[src/rtl/dma_bus_reader_pkg.sv]
// Shared DMA definitions: FSM state type and default widths used by the
// bus reader and the DMA configuration block.
package dma_pkg;

    localparam int MEM_ADDR_W_DEFAULT = 9;   // 512-word local memory
    localparam int BLOCK_W_DEFAULT    = 10;  // block-size register width
    localparam int BURST_W_DEFAULT    = 8;   // burst length minus 1

    typedef enum logic [2:0] {
        IDLE,
        REQUEST,
        BEGIN,
        DATA,
        DONE
    } dmaState_e;

endpackage

[src/rtl/dma_bus_reader_if.sv]
// Shared bus handshake between the DMA reader (master) and the bus/slave side.
interface dma_bus_reader_if
    import dma_pkg::*;
#(
    parameter int BURST_W = BURST_W_DEFAULT
);

    logic               requestBus;
    logic               busGrant;
    logic               beginTransactionOut;
    logic               readNotWriteOut;
    logic [31:0]        addressDataOut;
    logic [BURST_W-1:0] burstSizeOut;
    logic [31:0]        addressDataIn;
    logic               dataValidIn;
    logic               endTransactionIn;
    logic               busErrorIn;

    modport master (
        output requestBus,
        output beginTransactionOut,
        output readNotWriteOut,
        output addressDataOut,
        output burstSizeOut,
        input  busGrant,
        input  addressDataIn,
        input  dataValidIn,
        input  endTransactionIn,
        input  busErrorIn
    );

    modport slave (
        input  requestBus,
        input  beginTransactionOut,
        input  readNotWriteOut,
        input  addressDataOut,
        input  burstSizeOut,
        output busGrant,
        output addressDataIn,
        output dataValidIn,
        output endTransactionIn,
        output busErrorIn
    );

endinterface

[src/rtl/dma_bus_reader.sv]
// DMA bus reader: splits a block read into bursts on the shared bus and
// writes every returned word into the DMA local memory.
module dma_bus_reader
    import dma_pkg::*;
#(
    parameter int MEM_ADDR_W = MEM_ADDR_W_DEFAULT,
    parameter int BLOCK_W    = BLOCK_W_DEFAULT,
    parameter int BURST_W    = BURST_W_DEFAULT
) (
    input  logic                  clock,
    input  logic                  reset,
    input  logic                  startTransfer,
    input  logic [31:0]           cfgBusStartAddr,
    input  logic [MEM_ADDR_W-1:0] cfgMemStartAddr,
    input  logic [BLOCK_W-1:0]    cfgBlockSize,
    input  logic [BURST_W-1:0]    cfgBurstSize,
    output logic                  statusBusy,
    output logic                  statusError,
    output logic                  transferDone,
    dma_bus_reader_if.master      bus,
    output logic                  memWe,
    output logic [MEM_ADDR_W-1:0] memAddr,
    output logic [31:0]           memWdata
);

    // Wide enough for both burst+1 and the remaining word count.
    localparam int LEN_W = (BURST_W + 1 > BLOCK_W) ? BURST_W + 1 : BLOCK_W;

    dmaState_e             state, nextState;
    logic [31:0]           busAddr;
    logic [MEM_ADDR_W-1:0] memAddrReg;
    logic [BLOCK_W-1:0]    remaining;
    logic [BLOCK_W-1:0]    remainingAfter;
    logic [BURST_W-1:0]    burstCfg;
    logic                  errorReg;

    logic                  startAccepted;
    logic                  storeWord;
    logic                  setError;

    logic [LEN_W-1:0]      burstLen;
    logic [LEN_W-1:0]      remainLen;
    logic [LEN_W-1:0]      thisLen;
    logic [BURST_W-1:0]    burstField;

    // State register, latched configuration and transfer counters.
    always_ff @(posedge clock or negedge reset) begin
        if (!reset) begin
            state      <= IDLE;
            busAddr    <= '0;
            memAddrReg <= '0;
            remaining  <= '0;
            burstCfg   <= '0;
            errorReg   <= 1'b0;
        end else begin
            state <= nextState;
            if (startAccepted) begin
                busAddr    <= cfgBusStartAddr & ~32'd3;
                memAddrReg <= cfgMemStartAddr;
                remaining  <= cfgBlockSize;
                burstCfg   <= cfgBurstSize;
                errorReg   <= 1'b0;
            end
            if (storeWord) begin
                busAddr    <= busAddr + 32'd4;
                memAddrReg <= memAddrReg + MEM_ADDR_W'(1);
                remaining  <= remainingAfter;
            end
            if (setError) begin
                errorReg <= 1'b1;
            end
        end
    end

    // Next-state logic and per-cycle control strobes.
    always_comb begin
        nextState      = state;
        startAccepted  = 1'b0;
        storeWord      = 1'b0;
        setError       = 1'b0;
        remainingAfter = remaining;
        case (state)
            IDLE: begin
                if (startTransfer) begin
                    startAccepted = 1'b1;
                    nextState     = (cfgBlockSize == '0) ? DONE : REQUEST;
                end
            end
            REQUEST: begin
                if (bus.busGrant) begin
                    nextState = BEGIN;
                end
            end
            BEGIN: begin
                if (bus.busErrorIn) begin
                    setError  = 1'b1;
                    nextState = DONE;
                end else begin
                    nextState = DATA;
                end
            end
            DATA: begin
                if (bus.busErrorIn) begin
                    setError  = 1'b1;
                    nextState = DONE;
                end else begin
                    // A word arriving with endTransactionIn counts before the
                    // remaining check.
                    storeWord      = bus.dataValidIn;
                    remainingAfter = remaining - BLOCK_W'(storeWord);
                    if (bus.endTransactionIn) begin
                        nextState = (remainingAfter == '0) ? DONE : REQUEST;
                    end
                end
            end
            DONE: begin
                nextState = IDLE;
            end
            default: begin
                nextState = IDLE;
            end
        endcase
    end

    // Burst length for this BEGIN: min(burst+1, remaining) encoded minus 1.
    always_comb begin
        burstLen   = LEN_W'(burstCfg) + LEN_W'(1);
        remainLen  = LEN_W'(remaining);
        thisLen    = (burstLen < remainLen) ? burstLen : remainLen;
        burstField = BURST_W'(thisLen - LEN_W'(1));
    end

    // Status and memory write port; data/address gated so idle outputs are 0.
    always_comb begin
        statusBusy   = (state != IDLE);
        statusError  = errorReg;
        transferDone = (state == DONE);
        memWe        = storeWord;
        memAddr      = storeWord ? memAddrReg : '0;
        memWdata     = storeWord ? bus.addressDataIn : '0;
    end

    // requestBus falls in the cycle the slave ends or errors the burst.
    assign bus.requestBus          = (state == REQUEST) ||
                                     (((state == BEGIN) || (state == DATA)) &&
                                      !bus.endTransactionIn && !bus.busErrorIn);
    assign bus.beginTransactionOut = (state == BEGIN);
    assign bus.readNotWriteOut     = (state == BEGIN);
    assign bus.addressDataOut      = (state == BEGIN) ? busAddr : '0;
    assign bus.burstSizeOut        = (state == BEGIN) ? burstField : '0;

endmodule

[src/flat_wrapper.sv]
// flat-port wrapper written by rule: the top's interface ports become plain ports
module dma_bus_reader_flat import dma_pkg::*;
#(
    parameter int MEM_ADDR_W = MEM_ADDR_W_DEFAULT,
    parameter int BLOCK_W    = BLOCK_W_DEFAULT,
    parameter int BURST_W    = BURST_W_DEFAULT
)
  (clock, reset, startTransfer, cfgBusStartAddr, cfgMemStartAddr, cfgBlockSize, cfgBurstSize, statusBusy, statusError, transferDone, memWe, memAddr, memWdata, bus_requestBus, bus_beginTransactionOut, bus_readNotWriteOut, bus_addressDataOut, bus_burstSizeOut, bus_busGrant, bus_addressDataIn, bus_dataValidIn, bus_endTransactionIn, bus_busErrorIn);
  dma_bus_reader_if #(.BURST_W(BURST_W)) bus_i ();
  input  logic clock;
  input  logic reset;
  input  logic startTransfer;
  input  logic [31:0] cfgBusStartAddr;
  input  logic [MEM_ADDR_W-1:0] cfgMemStartAddr;
  input  logic [BLOCK_W-1:0] cfgBlockSize;
  input  logic [BURST_W-1:0] cfgBurstSize;
  output logic statusBusy;
  output logic statusError;
  output logic transferDone;
  output logic memWe;
  output logic [MEM_ADDR_W-1:0] memAddr;
  output logic [31:0] memWdata;
  output wire logic [$bits(bus_i.requestBus)-1:0] bus_requestBus;
  output wire logic [$bits(bus_i.beginTransactionOut)-1:0] bus_beginTransactionOut;
  output wire logic [$bits(bus_i.readNotWriteOut)-1:0] bus_readNotWriteOut;
  output wire logic [$bits(bus_i.addressDataOut)-1:0] bus_addressDataOut;
  output wire logic [$bits(bus_i.burstSizeOut)-1:0] bus_burstSizeOut;
  input wire logic [$bits(bus_i.busGrant)-1:0] bus_busGrant;
  input wire logic [$bits(bus_i.addressDataIn)-1:0] bus_addressDataIn;
  input wire logic [$bits(bus_i.dataValidIn)-1:0] bus_dataValidIn;
  input wire logic [$bits(bus_i.endTransactionIn)-1:0] bus_endTransactionIn;
  input wire logic [$bits(bus_i.busErrorIn)-1:0] bus_busErrorIn;
  assign bus_requestBus = bus_i.requestBus;
  assign bus_beginTransactionOut = bus_i.beginTransactionOut;
  assign bus_readNotWriteOut = bus_i.readNotWriteOut;
  assign bus_addressDataOut = bus_i.addressDataOut;
  assign bus_burstSizeOut = bus_i.burstSizeOut;
  assign bus_i.busGrant = bus_busGrant;
  assign bus_i.addressDataIn = bus_addressDataIn;
  assign bus_i.dataValidIn = bus_dataValidIn;
  assign bus_i.endTransactionIn = bus_endTransactionIn;
  assign bus_i.busErrorIn = bus_busErrorIn;
  dma_bus_reader #(.MEM_ADDR_W(MEM_ADDR_W), .BLOCK_W(BLOCK_W), .BURST_W(BURST_W)) u_core (.clock(clock), .reset(reset), .startTransfer(startTransfer), .cfgBusStartAddr(cfgBusStartAddr), .cfgMemStartAddr(cfgMemStartAddr), .cfgBlockSize(cfgBlockSize), .cfgBurstSize(cfgBurstSize), .statusBusy(statusBusy), .statusError(statusError), .transferDone(transferDone), .bus(bus_i), .memWe(memWe), .memAddr(memAddr), .memWdata(memWdata));
endmodule
[config.mk]
export PLATFORM = sky130hd
export DESIGN_NAME = dma_bus_reader_flat
export DESIGN_NICKNAME = d
export VERILOG_FILES = /design/src/rtl/dma_bus_reader_pkg.sv /design/src/rtl/dma_bus_reader_if.sv /design/src/rtl/dma_bus_reader.sv /design/src/flat_wrapper.sv
export SDC_FILE = /design/constraint.sdc
export NUM_CORES = 1
export LEC_CHECK = 0
export ABC_AREA = 1
export ABC_CLOCK_PERIOD_IN_PS = 3350
export BUFFER_PORTS_ARGS = -buffer_cell sky130_fd_sc_hd__buf_2
export CORE_AREA = 2 2 102 104
export DETAILED_ROUTE_END_ITERATION = 8
export DIE_AREA = 0 0 104 106
export PLACE_DENSITY = 0.87
export SKIP_LAST_GASP = 1
export SLEW_MARGIN = 20
export SYNTH_ARGS = -nofsm -noshare
export SYNTH_HDL_FRONTEND = slang
export SYNTH_SLANG_ARGS = --single-unit
[constraint.sdc]
create_clock -name clock -period 3.35 [get_ports clock]
set_input_delay 0.1675 -clock clock [delete_from_list [all_inputs] [get_ports clock]]
set_output_delay 0.1675 -clock clock [all_outputs]
set_load 0.005 [all_outputs]
==> results by group, run 1 <==
Pwr
  – Highest ir drop seen on vdd: 0.447 mV
  – Static leakage: roughly 3.5 nW
  – Pwr Density: 822 nW/um^2

Timing
  – Slew Limit Headroom: 0.566
  – Max Clk Rate: between 0.3 and 0.4 GHz
  – Final max-slew violation count: 0
  – Final period util: 0.964
  – Actual slew at the worst max-slew pin: between 0.6 and 0.7 ns
  – Final setup viols: 0
  – Worst Skew: between 0.008 and 0.009 ns
  – WHS: 0.0234 ns
  – Crit path time final: approximately 3.2 ns
  – Final Hold Fails: 0

Place
  – IO buf count: ~180
  – DP Cell Count: around 1000
  – Dpl hpwl: 10200 um
  – Routability cong.: around 0.9

Worst setup path
  – CP max FO: 5
  – Critical path capture point type: primary output
  – Critical path type: reg2out
  – Cell depth of the worst flop-to-flop path: 8
  – Worst Setup EP: bus_burstSizeOut[4]
  – Crit-path slowest cell: dfrtp_1
  – Critical Path AT: approximately 3.1 ns
  – Required @ worst endpoint: around 3.2 ns
  – Crit start category: flip-flop
  – Worst R2R Start: u_core.state[0]
  – R2R Path End: u_core.memAddrReg[2]
  – Critical Path Start: u_core.burstCfg[1]
  – R2r setup slk: about 1.0 ns
  – Critical path's largest stage delay: 0.42 ns
  – Worst-path cell chain: nand3_2 -> nor2_4 -> nand3_2 -> xor2_2 -> inv_1 -> ha_1 -> nand2_1 -> nand2_1 -> a21oi_4 -> nand3_4 -> o21ai_2 -> ha_2 -> nand2_2 -> nor2_4 -> nor2_1 -> nor3_2 -> buf_2

Global route
  – GR Util All Layers: 0.250
  – Vias in the first global route: about 5000
  – Largest net degree at the start of global routing: slightly below 70
  – Initial antenna violation count: 0
  – First-pass GRT wire length: around 23000 um
  – Grt total ovfl: 0

Finish
  – Layout cells sized above 1: 0.278
  – End-of-flow core utilization: 0.630
  – Nets@finish: ~1000
  – Fillers: 895
  – Final cell count without fillers: ~1100
  – Area grow syn2layout: 29.0%
  – Ant. Diodes: 0

CTS
  – Clock buffer depth: 2
  – H-tree depth: 3
  – CTS tree: done
  – Clock sink count: a little over 60
  – TritonCTS Buffers: 9
  – Clock latency at the later pin of the worst-skew pair: between 0.3 and 0.4 ns
  – Clock tree root driver cell: clkbuf_8
  – Worst-path clk slew: approximately 0.070 ns

Synthesis
  – FFs w/ async S/R, synth: 1.00
  – Netlist cell types: slightly above 40
  – Combinational family with the most area after synthesis: simple AND/OR/NAND/NOR gates
  – Synth top area cells: dfrtp_1 (31%), nand2_1 (14%), inv_1 (9.8%)
  – Area share of xor/xnor cells in the synthesized design: 0.0377
  – Synth top cells by count: nand2_1 (185), inv_1 (127), nor2_1 (119)
  – Simple-Gate Fraction of Synth Area: 0.346
  – Post-synthesis mux area share: 0
  – Yosys reg bits: 61
  – Fraction of the mapped netlist area in adder cells: 0.0359
  – Share of the synthesized area in the top cell type: 0.313
  – Post-synth EDFFs: 0
  – Sequential share of the synthesized area: 0.313
  – Synth Area in Compound Gates: 0.135
  – Ys Warns: 0
  – Most frequently used flop master after synthesis: dfrtp_1
  – Top-count cell post-synth: nand2_1
  – Cells after synthesis: about 750
  – Yosys top cell by area: dfrtp_1
  – Syn avg cell area: roughly 6.5 um^2
  – Cell Area, Synth: roughly 5000 um^2

Status
  – Outcome: complete, no violations

Route
  – Vias: 5454
  – Initial drt markers: between 300 and 400
  – Wire per inst: 13.0 um
  – Final Routed Wirelength: about 14000 um
  – TritonRoute pass-1 iters: 5
  – Via-per-instance ratio: roughly 5.1
  – # DRC: 0
  – Post-route ant nets: 0

Min path
  – HP Class: in2reg
  – Hold depth: 3

Floorplan
  – Initial Utilization: 0.488
  – Core Footprint: roughly 10000 um^2
  – Rows: 37
  – Die area: roughly 11000 um^2
  – # IOs: approximately 190
  – Die Ht: roughly 110 um
  – Die Wd: 104 um

Run
  – Max cap viols: 0
what timing repair did:
item                                    CTS  global route
gates cloned                              0             0
hold buffers                              0             1
endpoints found under the setup margin    1             7
endpoints found under the hold margin     0            41
resized for setup                         1            25
setup buffers                             0            11
pin swaps                                 0            11
placed cells by master (no fill, tap or decap), types with 3 or more instances in the layout:
master and n:
clkbuf_8 11, nor3_2 4, nand3_2 3, buf_4 18, a21oi_1 13, nor4_1 4, buf_2 180, inv_1 127
nand4_1 14, o211ai_1 23, nand2_2 9, xor2_1 20, nand2_1 181, o21ai_0 34, o21ai_1 3, nor2_4 7
ha_1 12, nor3_1 14, nand3_1 27, inv_2 6, dfrtp_1 60, nor2_1 115, a22oi_1 4, o221ai_1 11
sequential cells by signal, summed over array words and instances (netlist names):
name and cells:
u_core.burstCfg 8, u_core.memAddrReg 9, u_core.busAddr 30, u_core.statusError 1
u_core.state 3, u_core.remainLen 10
how the worst min path moves through the flow:
stage	startpoint	end	slack [ns]
after floorplan	reset	u_core.burstCfg[0]	-0.13
after global placement	cfgMemStartAddr[4]	u_core.memAddrReg[4]	0.37
after detailed placement	cfgMemStartAddr[4]	u_core.memAddrReg[4]	0.37
after CTS	cfgMemStartAddr[4]	u_core.memAddrReg[4]	0.02
after global routing	cfgMemStartAddr[4]	u_core.memAddrReg[4]	0.02
final	cfgMemStartAddr[4]	u_core.memAddrReg[4]	0.02
report_power, final:
group	internal, mW	switching [mW]	leakage (nW)
registers	1.10	0.336	0.750
logic	1.11	1.88	2.60
clock network	0.458	0.297	0.116
total	2.66	2.52	3.47
critical path, delay by kind of cell, from the launching register on:
| kind | cells | cell delay, ns |
|---|---|---|
| AO/OA/AOI/OAI | 2 | 0.40 |
| XOR/XNOR | 1 | 0.21 |
| flip-flops | 1 | 0.42 |
| AND/OR/NAND/NOR | 10 | 1.01 |
| adder cells (fa/ha/maj) | 2 | 0.50 |
| buffers and inverters | 2 | 0.19 |
layout make-up:
type / instances / area [um^2] / share of cell area
Clock inverter: 4 / 70.1 / 0.0111
Multi-Input combinational cell: 530 / 2820 / 0.448
Sequential cell: 61 / 1530 / 0.243
Tap cell: 136 / 170 / 0.0270
Timing Repair Buffer: 200 / 1060 / 0.168
Inverter: 133 / 499 / 0.0793
Clock buffer: 12 / 155 / 0.0246
kinds of logic (layout without fill, tap and decap cells):
group / Yosys count / after routing
xor+xnor: 21 / 21
compound gates: 102 / 102
other cells: 1 / 2
flops: 61 / 61
simple gates: 391 / 391
fa+ha+maj: 14 / 14
buf+inv: 161 / 349
metrics by stage:
stage                     setup WS, ns  power (mW)  cell area, um^2  TNS [ns]
after floorplan                  0.612        3.40             4890         0
after global placement           0.432        4.05             5880         0
after detailed placement         0.366        4.14             5880         0
after CTS                       0.0308        4.91             6100         0
after global routing           -0.0739        5.67             6300    -0.255
final                            0.120        5.18             6300         0
routing by layer:
metal,GRT usage,part of all wire
met4,0.0975,0.021
met1,0.318,0.43
met2,0.428,0.48
met3,0.0380,0.066
met5,0,0
No activity file was read; power rests on OpenSTA's default activity.
==> inputs of run 2 (changes only) <==
Settings changed: ABC_AREA 1 to not set.
==> run 2 against run 1 <==
  * The run now ends with negative hold slack, negative setup slack left
  * First-iteration DRC count up 14%
  * Global-route usage up 1.3 points
  * Register-to-register slack worse by 0.28 ns
  * Synthesized area down 0.92%
  * Routed wire length up 6.0%
  * Cell count down 12%
  * Critical path type unchanged
  * Critical endpoint is now bus_burstSizeOut[6]
  * Largest power group unchanged
  * Highest routed layer unchanged
==> results by group, run 2 <==
Status
  – Outcome: finished with violations
  – Failing checks: negative hold slack, negative setup slack

CTS
  – Clock tree root driver cell: clkbuf_8
  – TritonCTS Buffers: 9 (unchanged)
  – H-tree depth: 3 (unchanged)
  – Clock sink count: 61 (unchanged)
  – CTS tree: done
  – Post-CTS Hold Buffers: 0 (unchanged)
  – Worst-path clk slew: 0.07 ns (about the same)
  – Clock buffer depth: 2 (unchanged)
  – Clock latency at the later pin of the worst-skew pair: 0.34 ns (about the same)

Synthesis
  – Synth top area cells: dfrtp_1 (32%), nand2_1 (7.5%), and2_1 (6.3%)
  – Netlist cell types: 56 (+37%)
  – Share of the synthesized area in the top cell type: 0.316 (+0.00291)
  – Ys Warns: 0 (unchanged)
  – Yosys reg bits: 61 (unchanged)
  – Cell Area, Synth: 4840 um^2 (-0.92%)
  – Post-synth EDFFs: 0 (unchanged)
  – Cells after synthesis: 628 (-16%)
  – Synth top cells by count: nand2_1 (97), dfrtp_1 (61), and2_1 (49)
  – Top-count cell post-synth: nand2_1
  – Syn avg cell area: 7.70 um^2 (+18%)
  – Sequential share of the synthesized area: 0.316 (+0.00291)
  – Most frequently used flop master after synthesis: dfrtp_1
  – FFs w/ async S/R, synth: 1.00 (unchanged)
  – Yosys top cell by area: dfrtp_1

Worst setup path
  – Critical Path AT: 3.34 ns (+0.28 ns)
  – Worst R2R Start: u_core.state[2]
  – Required @ worst endpoint: 3.18 ns (about the same)
  – CP max FO: 4 (-1)
  – Crit start category: flip-flop
  – Critical path type: reg2out
  – Critical path capture point type: primary output
  – Cell depth of the worst flop-to-flop path: 5 (-3)
  – R2R Path End: u_core.busAddr[11]
  – R2r setup slk: 0.73 ns (-0.28 ns)

Floorplan
  – Die Wd: 104 um (unchanged)
  – Die area: 11000 um^2 (unchanged)
  – # IOs: 186 (unchanged)
  – Rows: 37 (unchanged)
  – Die Ht: 106 um (unchanged)
  – Initial Utilization: 0.484 (-0.00450)
  – Core Footprint: 10000 um^2 (unchanged)

Timing
  – Slew Limit Headroom: 0.266 (-0.300)
  – Setup slack after layout: -0.159 ns (-0.279 ns)
  – Final setup viols: 2 (+2)
  – RSZ-0062 raised after global routing: true
  – Final max-slew violation count: 0 (unchanged)
  – Final Hold Fails: 34 (+34)
  – WHS: -0.0178 ns (-0.0412 ns)
  – Crit path time final: 3.51 ns (+0.279 ns)
  – Max Clk Rate: 0.285 GHz (-8.0%)
  – Actual slew at the worst max-slew pin: 1.09 ns (+0.444 ns)
  – Worst Skew: 0.0153 ns (+0.00711 ns)
  – Final period util: 1.05 (+0.0834)

Place
  – Dpl hpwl: 10700 um (+4.7%)
  – Routability cong.: 0.898 (-1.5%)
  – DP Cell Count: 919 (-12%)
  – Area post-placement: 5890 um^2 (+0.28%)
  – IO buf count: 181 (unchanged)

Finish
  – Fillers: 937 (+4.7%)
  – End-of-flow core utilization: 0.622 (-0.00826)
  – Area grow syn2layout: 28.5%
  – Max reg flops: 30 (unchanged)
  – Register Area: 1530 um^2 (about the same)
  – Nets@finish: 913 (-13%)
  – Largest reg by FF count: u_core.busAddr
  – Layout cells sized above 1: 0.308 (+0.0300)
  – Commonest non-fill, non-tap cells in the layout: buf_2 (181), nand2_1 (97), dfrtp_1 (61), and2_1 (47), and3_1 (33)
  – Most common cell after layout, fill and taps aside: buf_2
  – Final cell count without fillers: 942 (-12%)
  – Post-route cell area: 6220 um^2 (-1.3%)
  – Ant. Diodes: 0 (unchanged)
  – Multi-input logic area: 3100 um^2 (+10%)

Route
  – Vias: 5445 (-0.17%)
  – TritonRoute pass-1 iters: 5 (unchanged)
  – Wire per inst: 15.8 um (+21%)
  – Final Routed Wirelength: 14900 um (+6.0%)
  – # DRC: 0 (unchanged)
  – Post-route ant nets: 0 (unchanged)
  – Via-per-instance ratio: 5.78 (+14%)
  – Initial drt markers: 353 (+14%)

Run
  – Max cap viols: 0 (unchanged)

Pwr
  – Highest ir drop seen on vdd: 0.380 mV (-15%)
  – Pwr Density: 815 nW/um^2 (-0.89%)
  – Static leakage: 3.14 nW (-9.6%)

Global route
  – Largest net degree at the start of global routing: 68 (unchanged)
  – Initial antenna violation count: 0 (unchanged)
  – Grt total ovfl: 0 (unchanged)
  – GR Util All Layers: 0.262 (+0.0126)
  – First-pass GRT wire length: 24000 um (+5.9%)
  – Vias in the first global route: 4928 (-1.4%)

Min path
  – HP Class: in2async
## run 2: changes by cell type after synthesis, moves of 15 or more
cell / change
a221o_1: +15
and2_1: +49
and3_1: +34
clkbuf_1: +33
inv_1: -109
nand2_1: -88
nor2_1: -87
## run 2: report_power, final
group          switching, mW  internal [mW]
clock network          0.290          0.404
registers              0.515           1.09
logic                   1.51           1.25
## run 2: layout make-up
type | instances | share of cell area
Sequential cell | 61 | 0.246
Clock buffer | 13 | 0.0272
Clock inverter | 3 | 0.00684
Tap cell | 136 | 0.0274
Multi-Input combinational cell | 500 | 0.499
Timing Repair Buffer | 211 | 0.183
Inverter | 18 | 0.0109
## run 2: kinds of logic (layout without fill, tap and decap cells)
| logic type | after synthesis | count (layout) | synth area share |
|---|---|---|---|
| flops | 61 | 61 | 0.316 |
| simple gates | 332 | 332 | 0.360 |
| buf+inv | 68 | 245 | 0.0556 |
| compound gates | 133 | 133 | 0.196 |
| fa+ha+maj | 14 | 14 | 0.0362 |
| mux | 4 | 4 | 0.00828 |
| xor+xnor | 15 | 15 | 0.0272 |
| other cells | 1 | 2 | 0.000775 |
## run 2: layer usage
metal  wire length (um)  part of all wire  vias to the layer above  global-route usage
li1                   -                 -                     2628                   -
met1               6190              0.42                     2549               0.351
met2               7230              0.49                      249               0.437
met3               1230             0.083                       19              0.0423
met4                204             0.014                        0              0.0820
met5                  0                 0                        -                   0
## run 2: worst max-delay path by stage
stage,from,end,slack [ns],cells past startpoint
after global routing,u_core.burstCfg[0],bus_burstSizeOut[6],-0.47,17
after detailed placement,u_core.burstCfg[0],bus_burstSizeOut[6],0.03,16
after floorplan,u_core.burstCfg[3],bus_burstSizeOut[6],0.008,17
after CTS,u_core.burstCfg[0],bus_burstSizeOut[6],-0.15,16
after global placement,u_core.burstCfg[0],bus_burstSizeOut[6],0.1,16
final,u_core.burstCfg[1],bus_burstSizeOut[6],-0.16,16
## run 2: worst max-delay path: stages, from the launching register on
cell	delay, ns
dfrtp_1	0.39
ha_2	0.20
and2_4	0.15
nand4_1	0.11
xnor2_1	0.16
ha_1	0.27
nand4b_1	0.11
a2111o_1	0.32
o211a_1	0.16
a21oi_2	0.14
ha_2	0.19
nand2b_1	0.08
or3_1	0.32
a21oi_2	0.13
mux2i_1	0.09
nand3b_1	0.09
buf_2	0.11
## run 2: repair_timing
| action | in CTS | in global routing |
|---|---|---|
| gates resized for setup | 7 | 7 |
| buffers inserted | 5 | 2 |
| pin swaps | 8 | 3 |
| endpoints found under the setup margin | 3 | 4 |
## run 2: stage by stage
| stage | setup TNS, ns | worst slack (ns) | total power, mW |
|---|---|---|---|
| 4_1_cts | -0.222 | -0.147 | 4.96 |
| 6_report | -0.243 | -0.159 | 5.07 |
| 5_1_grt | -1.15 | -0.468 | 5.50 |
| 3_5_place_dp | 0 | 0.0262 | 4.18 |
| 2_1_floorplan | 0 | 0.00800 | 3.29 |
| 3_3_place_gp | 0 | 0.0990 | 4.10 |
